==> config.mk <==
export PLATFORM = sky130hd
export DESIGN_NAME = procyon_sram_arb
export DESIGN_NICKNAME = d
export VERILOG_FILES = /design/src/rtl/procyon_sram_pkg.sv /design/src/rtl/procyon_sram_arb_rr.sv /design/src/rtl/procyon_sram_arb.sv
export SDC_FILE = /design/constraint.sdc
export NUM_CORES = 1
export LEC_CHECK = 0
export BUFFER_PORTS_ARGS = -buffer_cell sky130_fd_sc_hd__buf_4
export CAP_MARGIN = 20
export CORE_UTILIZATION = 49
export CTS_BUF_LIST = sky130_fd_sc_hd__clkbuf_16
export DETAILED_ROUTE_END_ITERATION = 12
export PLACE_DENSITY = 0.85
export SLEW_MARGIN = 0
export SYNTH_ARGS = -nofsm -noshare
export SYNTH_HDL_FRONTEND = slang
export SYNTH_SLANG_ARGS = --single-unit
export TNS_END_PERCENT = 1
==> constraint.sdc <==
create_clock -name clk -period 4.8 [get_ports clk]
set_input_delay 0.48 -clock clk [delete_from_list [all_inputs] [get_ports clk]]
set_output_delay 0.48 -clock clk [all_outputs]
set_load 0.01 [all_outputs]
==> src/rtl/procyon_sram_pkg.sv <==
// procyon_sram_pkg
// Shared definitions for the two-port SRAM arbiter:
//   NUM_PORTS    - number of requester ports
//   PORT_IDX_W   - width of a port index
//   sram_state_t - access FSM states (IDLE, LO half, HI half, ACK)
//   rr_index     - helper to walk ports starting from a priority pointer
package procyon_sram_pkg;

    localparam int NUM_PORTS  = 2;
    localparam int PORT_IDX_W = 1;

    typedef enum logic [1:0] {
        ST_IDLE = 2'd0,
        ST_LO   = 2'd1,
        ST_HI   = 2'd2,
        ST_ACK  = 2'd3
    } sram_state_t;

    // Port visited at step 'off' of a search that starts at port 'base'.
    function automatic int rr_index(input int base, input int off);
        return (base + off) % NUM_PORTS;
    endfunction

endpackage

==> src/rtl/procyon_sram_arb_rr.sv <==
// procyon_sram_arb_rr
// Grant selection for the SRAM arbiter.
//   clk, rst  - clock, synchronous active-high reset
//   req       - per-port pending request vector
//   advance   - a grant is being taken this cycle (updates the pointer)
//   grant     - one-hot grant, combinational from req and the pointer
// Build option: define PROCYON_SRAM_ARB_RR_EN for round-robin (the port
// granted last loses a simultaneous request); otherwise the pointer is
// pinned at port 0, giving fixed priority with port 0 winning.
module procyon_sram_arb_rr
    import procyon_sram_pkg::*;
(
    input  logic                 clk,
    input  logic                 rst,
    input  logic [NUM_PORTS-1:0] req,
    input  logic                 advance,
    output logic [NUM_PORTS-1:0] grant
);

`ifdef PROCYON_SRAM_ARB_RR_EN
    localparam bit ROTATE = 1'b1;
`else
    localparam bit ROTATE = 1'b0;
`endif

    logic [PORT_IDX_W-1:0] ptr_reg;
    logic [PORT_IDX_W-1:0] ptr_next;
    logic                  hit_next;

    // Search from the pointer; the first requesting port wins and the
    // pointer moves just past it.
    always_comb begin
        grant    = '0;
        ptr_next = ptr_reg;
        hit_next = 1'b0;
        for (int i = 0; i < NUM_PORTS; i++) begin
            if (req[PORT_IDX_W'(rr_index(int'(ptr_reg), i))] && !hit_next) begin
                grant[PORT_IDX_W'(rr_index(int'(ptr_reg), i))] = 1'b1;
                ptr_next = PORT_IDX_W'(rr_index(int'(ptr_reg), i + 1));
                hit_next = 1'b1;
            end
        end
    end

    always_ff @(posedge clk) begin
        if (rst) begin
            ptr_reg <= '0;
        end else if (advance && ROTATE) begin
            ptr_reg <= ptr_next;
        end
    end

endmodule

==> src/rtl/procyon_sram_arb.sv <==
// procyon_sram_arb
// Arbitrates two 32-bit bus ports onto one 16-bit asynchronous SRAM.
// Each 32-bit access is split into a LO and a HI halfword access of
// OPTN_SRAM_WAIT cycles each; halves with no byte enables are skipped.
// Ports:
//   clk, rst                   - clock, synchronous active-high reset
//   i_wbN_cyc/stb/we/addr/sel  - port N request (byte address, [1:0] unused)
//   i_wbN_data / o_wbN_data    - port N write / read data
//   o_wbN_ack                  - port N one-cycle completion pulse
//   o_sram_addr                - SRAM halfword address
//   i_sram_dq / o_sram_dq      - SRAM read / write data, o_sram_dq_oe drives bus
//   o_sram_*_n                 - active-low SRAM strobes
// Build option: PROCYON_SRAM_ARB_RR_EN selects round-robin arbitration
// (see procyon_sram_arb_rr); undefined gives fixed priority to port 0.
module procyon_sram_arb
    import procyon_sram_pkg::*;
#(
    parameter int OPTN_WB_DATA_WIDTH   = 32,
    parameter int OPTN_SRAM_ADDR_WIDTH = 20,
    parameter int OPTN_SRAM_DATA_WIDTH = 16,
    parameter int OPTN_SRAM_WAIT       = 2
)(
    input  logic                            clk,
    input  logic                            rst,
    input  logic                            i_wb0_cyc,
    input  logic                            i_wb0_stb,
    input  logic                            i_wb0_we,
    input  logic [OPTN_SRAM_ADDR_WIDTH:0]   i_wb0_addr,
    input  logic [3:0]                      i_wb0_sel,
    input  logic [OPTN_WB_DATA_WIDTH-1:0]   i_wb0_data,
    output logic [OPTN_WB_DATA_WIDTH-1:0]   o_wb0_data,
    output logic                            o_wb0_ack,
    input  logic                            i_wb1_cyc,
    input  logic                            i_wb1_stb,
    input  logic                            i_wb1_we,
    input  logic [OPTN_SRAM_ADDR_WIDTH:0]   i_wb1_addr,
    input  logic [3:0]                      i_wb1_sel,
    input  logic [OPTN_WB_DATA_WIDTH-1:0]   i_wb1_data,
    output logic [OPTN_WB_DATA_WIDTH-1:0]   o_wb1_data,
    output logic                            o_wb1_ack,
    output logic [OPTN_SRAM_ADDR_WIDTH-1:0] o_sram_addr,
    input  logic [OPTN_SRAM_DATA_WIDTH-1:0] i_sram_dq,
    output logic [OPTN_SRAM_DATA_WIDTH-1:0] o_sram_dq,
    output logic                            o_sram_dq_oe,
    output logic                            o_sram_ce_n,
    output logic                            o_sram_oe_n,
    output logic                            o_sram_we_n,
    output logic                            o_sram_ub_n,
    output logic                            o_sram_lb_n
);

    localparam int AW = OPTN_SRAM_ADDR_WIDTH;
    localparam int DW = OPTN_SRAM_DATA_WIDTH;
    localparam int WW = OPTN_WB_DATA_WIDTH;
    localparam int CW = $clog2(OPTN_SRAM_WAIT);
    localparam logic [CW-1:0] CNT_LAST = CW'(OPTN_SRAM_WAIT - 1);

    // Per-port views of the request ports
    logic [NUM_PORTS-1:0] cyc_vec, stb_vec, we_vec, req_vec, grant_vec;
    logic [AW-2:0]        word_vec  [NUM_PORTS];
    logic [3:0]           sel_vec   [NUM_PORTS];
    logic [WW-1:0]        wdata_vec [NUM_PORTS];
    logic                 unused_addr_bits;

    assign cyc_vec      = {i_wb1_cyc, i_wb0_cyc};
    assign stb_vec      = {i_wb1_stb, i_wb0_stb};
    assign we_vec       = {i_wb1_we,  i_wb0_we};
    assign word_vec[0]  = i_wb0_addr[AW:2];
    assign word_vec[1]  = i_wb1_addr[AW:2];
    assign sel_vec[0]   = i_wb0_sel;
    assign sel_vec[1]   = i_wb1_sel;
    assign wdata_vec[0] = i_wb0_data;
    assign wdata_vec[1] = i_wb1_data;
    assign unused_addr_bits = ^{i_wb0_addr[1:0], i_wb1_addr[1:0]};

    genvar gi;
    generate
        for (gi = 0; gi < NUM_PORTS; gi++) begin : g_req
            assign req_vec[gi] = cyc_vec[gi] & stb_vec[gi];
        end
    endgenerate

    // Latched transaction and FSM state
    sram_state_t           state_reg;
    logic [CW-1:0]         cnt_reg;
    logic [PORT_IDX_W-1:0] port_reg;
    logic                  we_reg;
    logic [AW-2:0]         word_reg;
    logic [3:0]            sel_reg;
    logic [WW-1:0]         wdata_reg;
    logic [DW-1:0]         lo_reg;
    logic                  drop_reg;
    logic [NUM_PORTS-1:0]  ack_reg;
    logic [WW-1:0]         rdata_reg [NUM_PORTS];

    logic                  take_grant;
    logic [PORT_IDX_W-1:0] gnt_idx;
    logic                  access;
    logic                  half_hi;
    logic                  last_cycle;
    logic                  finish;
    logic                  deliver;
    logic [1:0]            lane_sel;
    logic [DW-1:0]         lo_val;
    logic [DW-1:0]         hi_val;

    assign take_grant = (state_reg == ST_IDLE) && (|req_vec);

    procyon_sram_arb_rr u_rr (
        .clk     (clk),
        .rst     (rst),
        .req     (req_vec),
        .advance (take_grant),
        .grant   (grant_vec)
    );

    always_comb begin
        gnt_idx = '0;
        for (int i = 0; i < NUM_PORTS; i++) begin
            if (grant_vec[i]) begin
                gnt_idx = PORT_IDX_W'(i);
            end
        end
    end

    // Strobes are gated by rst in the same cycle so an access interrupted
    // by reset never starts writing the half that was in progress.
    assign access     = ((state_reg == ST_LO) || (state_reg == ST_HI)) && !rst;
    assign half_hi    = (state_reg == ST_HI);
    assign lane_sel   = half_hi ? sel_reg[3:2] : sel_reg[1:0];
    assign last_cycle = (cnt_reg == CNT_LAST);
    // Last cycle of the last half that is actually accessed
    assign finish     = last_cycle && (half_hi ||
                        ((state_reg == ST_LO) && (sel_reg[3:2] == 2'b00)));
    // A port that dropped cyc at any point gets no ack
    assign deliver    = !drop_reg && cyc_vec[port_reg];
    assign lo_val     = (state_reg == ST_LO) ? i_sram_dq : lo_reg;
    assign hi_val     = half_hi ? i_sram_dq : '0;

    assign o_sram_addr  = access ? {word_reg, half_hi} : '0;
    assign o_sram_dq    = (access && we_reg) ?
                          (half_hi ? wdata_reg[2*DW-1:DW] : wdata_reg[DW-1:0]) : '0;
    assign o_sram_dq_oe = access && we_reg;
    assign o_sram_ce_n  = ~access;
    assign o_sram_oe_n  = ~(access && !we_reg);
    // we_n rises one cycle before the half ends so data is held past the edge
    assign o_sram_we_n  = ~(access && we_reg && !last_cycle);
    assign o_sram_ub_n  = ~(access && lane_sel[1]);
    assign o_sram_lb_n  = ~(access && lane_sel[0]);

    assign o_wb0_ack  = ack_reg[0];
    assign o_wb1_ack  = ack_reg[1];
    assign o_wb0_data = rdata_reg[0];
    assign o_wb1_data = rdata_reg[1];

    always_ff @(posedge clk) begin
        if (rst) begin
            state_reg <= ST_IDLE;
            cnt_reg   <= '0;
            port_reg  <= '0;
            we_reg    <= 1'b0;
            word_reg  <= '0;
            sel_reg   <= '0;
            wdata_reg <= '0;
            lo_reg    <= '0;
            drop_reg  <= 1'b0;
            ack_reg   <= '0;
            for (int i = 0; i < NUM_PORTS; i++) begin
                rdata_reg[i] <= '0;
            end
        end else begin
            ack_reg <= '0;
            case (state_reg)
                ST_IDLE: begin
                    if (take_grant) begin
                        port_reg  <= gnt_idx;
                        we_reg    <= we_vec[gnt_idx];
                        word_reg  <= word_vec[gnt_idx];
                        sel_reg   <= sel_vec[gnt_idx];
                        wdata_reg <= wdata_vec[gnt_idx];
                        lo_reg    <= '0;
                        drop_reg  <= 1'b0;
                        cnt_reg   <= '0;
                        if (sel_vec[gnt_idx][1:0] != 2'b00) begin
                            state_reg <= ST_LO;
                        end else if (sel_vec[gnt_idx][3:2] != 2'b00) begin
                            state_reg <= ST_HI;
                        end else begin
                            // No lanes enabled: complete without touching SRAM
                            state_reg        <= ST_ACK;
                            ack_reg[gnt_idx] <= 1'b1;
                            if (!we_vec[gnt_idx]) begin
                                rdata_reg[gnt_idx] <= '0;
                            end
                        end
                    end
                end
                ST_LO, ST_HI: begin
                    if (!cyc_vec[port_reg]) begin
                        drop_reg <= 1'b1;
                    end
                    if (last_cycle) begin
                        cnt_reg <= '0;
                        if ((state_reg == ST_LO) && !we_reg) begin
                            lo_reg <= i_sram_dq;
                        end
                        if (finish) begin
                            state_reg <= ST_ACK;
                            if (deliver) begin
                                ack_reg[port_reg] <= 1'b1;
                                if (!we_reg) begin
                                    rdata_reg[port_reg] <= {hi_val, lo_val};
                                end
                            end
                        end else begin
                            state_reg <= ST_HI;
                        end
                    end else begin
                        cnt_reg <= cnt_reg + CW'(1);
                    end
                end
                ST_ACK: state_reg <= ST_IDLE;
                default: state_reg <= ST_IDLE;
            endcase
        end
    end

endmodule

==> impl_metrics.yaml <==
cts:
  cts_tree: "yes"
  htreeDepth: 3
  cts_setup_buffers: 0
  ctsHoldBuffers: 0
  clock_latency_ns: 0.34
  cts_max_path_buffers: 2
  cts-resized-gates: 0
  clk_pin_slew_ns: 0.07
  cts_inserted_buffers: 9
  cts-root-buf: "clkbuf_16"
  numClockSinks: 109
setup_path:
  critPathKind: "reg2reg"
  critPathMaxFanout: 32
  r2r_setup_slack_ns: 0.88
  path_cells: "inv_1, ha_1, nor2b_4, inv_2, nor4_4, nand2_2, o211ai_1, buf_4"
  slowest_stage: "nor4_4"
  slowest_delay_ns: 0.69
  arrival_ns: 3.92
  startpoint_type: "register"
  r2r_end: "rdata_reg[0][2]$_SDFFCE_PN0P_"
  timing.rr.start: "state_reg[0]$_SDFFE_PP0P_"
  critPathRequiredTime_ns: 4.80
  cp-end-kind: "register"
  reg2regPathDepth: 8
  crit_path_start: "state_reg[0]$_SDFFE_PP0P_"
pwr:
  power_leakage_nw: 2.72
  pwr-share-clk: 0.241
  p_sw_mw: 1.04
  power_density_nw_per_um2: 474
  switching_share: 0.347
  peakVddDrop_uv: 233
  comb_power_share: 0.374
  p_int_mw: 1.95
  total_power_mw: 2.99
  seqPwrFrac: 0.385
synth:
  yosysTopAreaCell: "dfxtp_1"
  yosys_warnings: 0
  synth_cell_types: 34
  synth_cells: 547
  synth.avg_cell_area_um2: 9.09
  yosysSeqAreaShare: 0.504
  synth_common_cells: "nand2_1 (117), dfxtp_1 (77), a21oi_1 (61), nor2_1 (54), mux2i_1 (49)"
  synth_edf_count: 32
  synth-main-ff-cell: "dfxtp_1"
  synth_seq_cells: 109
  yosys-top-cells-area: "dfxtp_1 (31%), edfxtp_1 (19%), mux2i_1 (9.9%)"
  ys_async_sr_fraction: 0
  synth_top_area_frac: 0.310
  synth_most_common_cell: "nand2_1"
  synth.cell_area_um2: 4970
global_route:
  grt_pass1_vias: 3702
  antenna_found_initial: 0
  use_met2: 0.369
  met3_usage: 0.0597
  grt_overflow: 0
  grt_pass1_wl_um: 17200
  top_usage_layer: "met2"
  grtUsageTotal: 0.212
  use_met1: 0.247
  grt_max_degree: 80
sta:
  post-route-min-period_ns: 3.92
  tightestPinTransition_ns: 1.16
  finalSetupViolCount: 0
  relSlewSlack: 0.228
  fin_skew_ns: 0.00437
  period_share: 0.816
  maxSlewViolCount: 0
  rsz0062_at_grt: "false"
  fmax_ghz: 0.255
  timing.final.hold_violations: 0
  finalSetupTns_ns: 0
floorplan:
  start_util: 0.506
  dieArea_um2: 10500
  coreArea_um2: 9820
  num_rows: 36
  top_level_ports: 246
  die_h_um: 103
  fp.dieW_um: 103
drt:
  dr.pass1.iters: 4
  vias: 4020
  wl_um: 11100
  antenna_left: 0
  post_drt_wl_per_cell_um: 13.6
  via_per_inst: 4.93
  drcViolationCount: 0
  drtIter0Drc: 145
layout:
  drive_gt1_frac: 0.262
  num-nets-final: 820
  n_antenna_cell: 0
  area_growth_pct: 27.1
min_path:
  hold_start: "i_wb0_data[22]"
  whs_path_depth: 3
  hp-class: "in2reg"
  hold_end: "wdata_reg[22]$_SDFFE_PP0P_"
job:
  maxCapViolCount: 0
place:
  dp_hpwl_um: 7450
  place_congestion: 0.762
  port-buffer-count: 152
outcome:
  status: "complete, no violations"
layout make-up:
class                   count  area [um^2]
clock buffers               9          225
clock inverters             7         58.8
fillers                   814         3500
inverters                   5         18.8
multi-input cells         397         2170
flip-flops and latches    109         2500
well taps                 133          166
repair buffers            155         1180
per-stage QoR:
step                hold WS [ns]  utilization  cells  cell area (um^2)  setup slack [ns]
floorplan                  0.432            -    579              5090              1.62
global placement           0.438        0.612    798              6010              1.08
detailed placement         0.442        0.612    798              6010             0.836
CTS                        0.372        0.641    814              6300             0.818
global route               0.375        0.643    815              6320             0.550
finish                     0.381        0.643    815              6320             0.882
power by group through the flow:
stage / registers, mW / clock network (mW) / logic (mW)
3_3_place_gp: 1.16 / 0 / 1.07
2_1_floorplan: 1.16 / 0 / 0.864
3_5_place_dp: 1.17 / 0 / 1.11
4_1_cts: 1.15 / 0.730 / 1.11
6_report: 1.15 / 0.721 / 1.12
5_1_grt: 1.17 / 0.769 / 1.23
worst max path at each step:
stage,end,slack [ns],cells after the start
2_1_floorplan,rdata_reg[0][0]$_SDFFCE_PN0P_,1.62,6
3_3_place_gp,rdata_reg[0][1]$_SDFFCE_PN0P_,1.08,8
3_5_place_dp,rdata_reg[0][17]$_SDFFCE_PN0P_,0.84,8
4_1_cts,rdata_reg[0][25]$_SDFFCE_PN0P_,0.82,8
5_1_grt,rdata_reg[0][18]$_SDFFCE_PN0P_,0.55,8
6_report,rdata_reg[0][2]$_SDFFCE_PN0P_,0.88,8
worst max-delay path: cells and delay by family, from the launching register on:
kind	cells	cell delay, ns
AOI/OAI and AO/OA	1	0.21
adders and majority gates	1	0.67
buffers and inverters	3	0.61
DFF	1	0.39
and+or+nand+nor	3	1.67
layout by cell type (no fill, tap or decap), types with 2 or more instances in the layout:
cell type and count:
buf_4 154, nand2_1 117, dfxtp_1 77, a21oi_1 61
nor2_1 54, mux2i_1 49, and2_1 35, conb_1 33
edfxtp_1 32, and3_1 16, clkbuf_16 9, inv_1 6
ha_1 4, nor2b_1 3, o21ai_0 3, nor2b_4 2
nand2b_1 2, mux2_2 2, a22oi_1 2, nand3_1 2
a211oi_1 2, clkinv_2 2
kinds of logic (layout without fill, tap and decap cells):
family,after synthesis,count (layout),synth area share
flops,109,109,0.504
other cells,1,33,0.000755
buf+inv,73,176,0.0869
compound gates,71,71,0.0760
fa+ha+maj,5,5,0.0126
simple gates,237,237,0.217
mux,51,51,0.103
layer usage:
metal | wire, um | share of wire | up-vias
li1 | - | - | 1988
met1 | 4800 | 0.43 | 1889
met2 | 5490 | 0.50 | 135
met3 | 685 | 0.062 | 8
met4 | 108 | 0.0097 | 0
met5 | 0 | 0 | -
No activity file was read; power rests on OpenSTA's default activity.
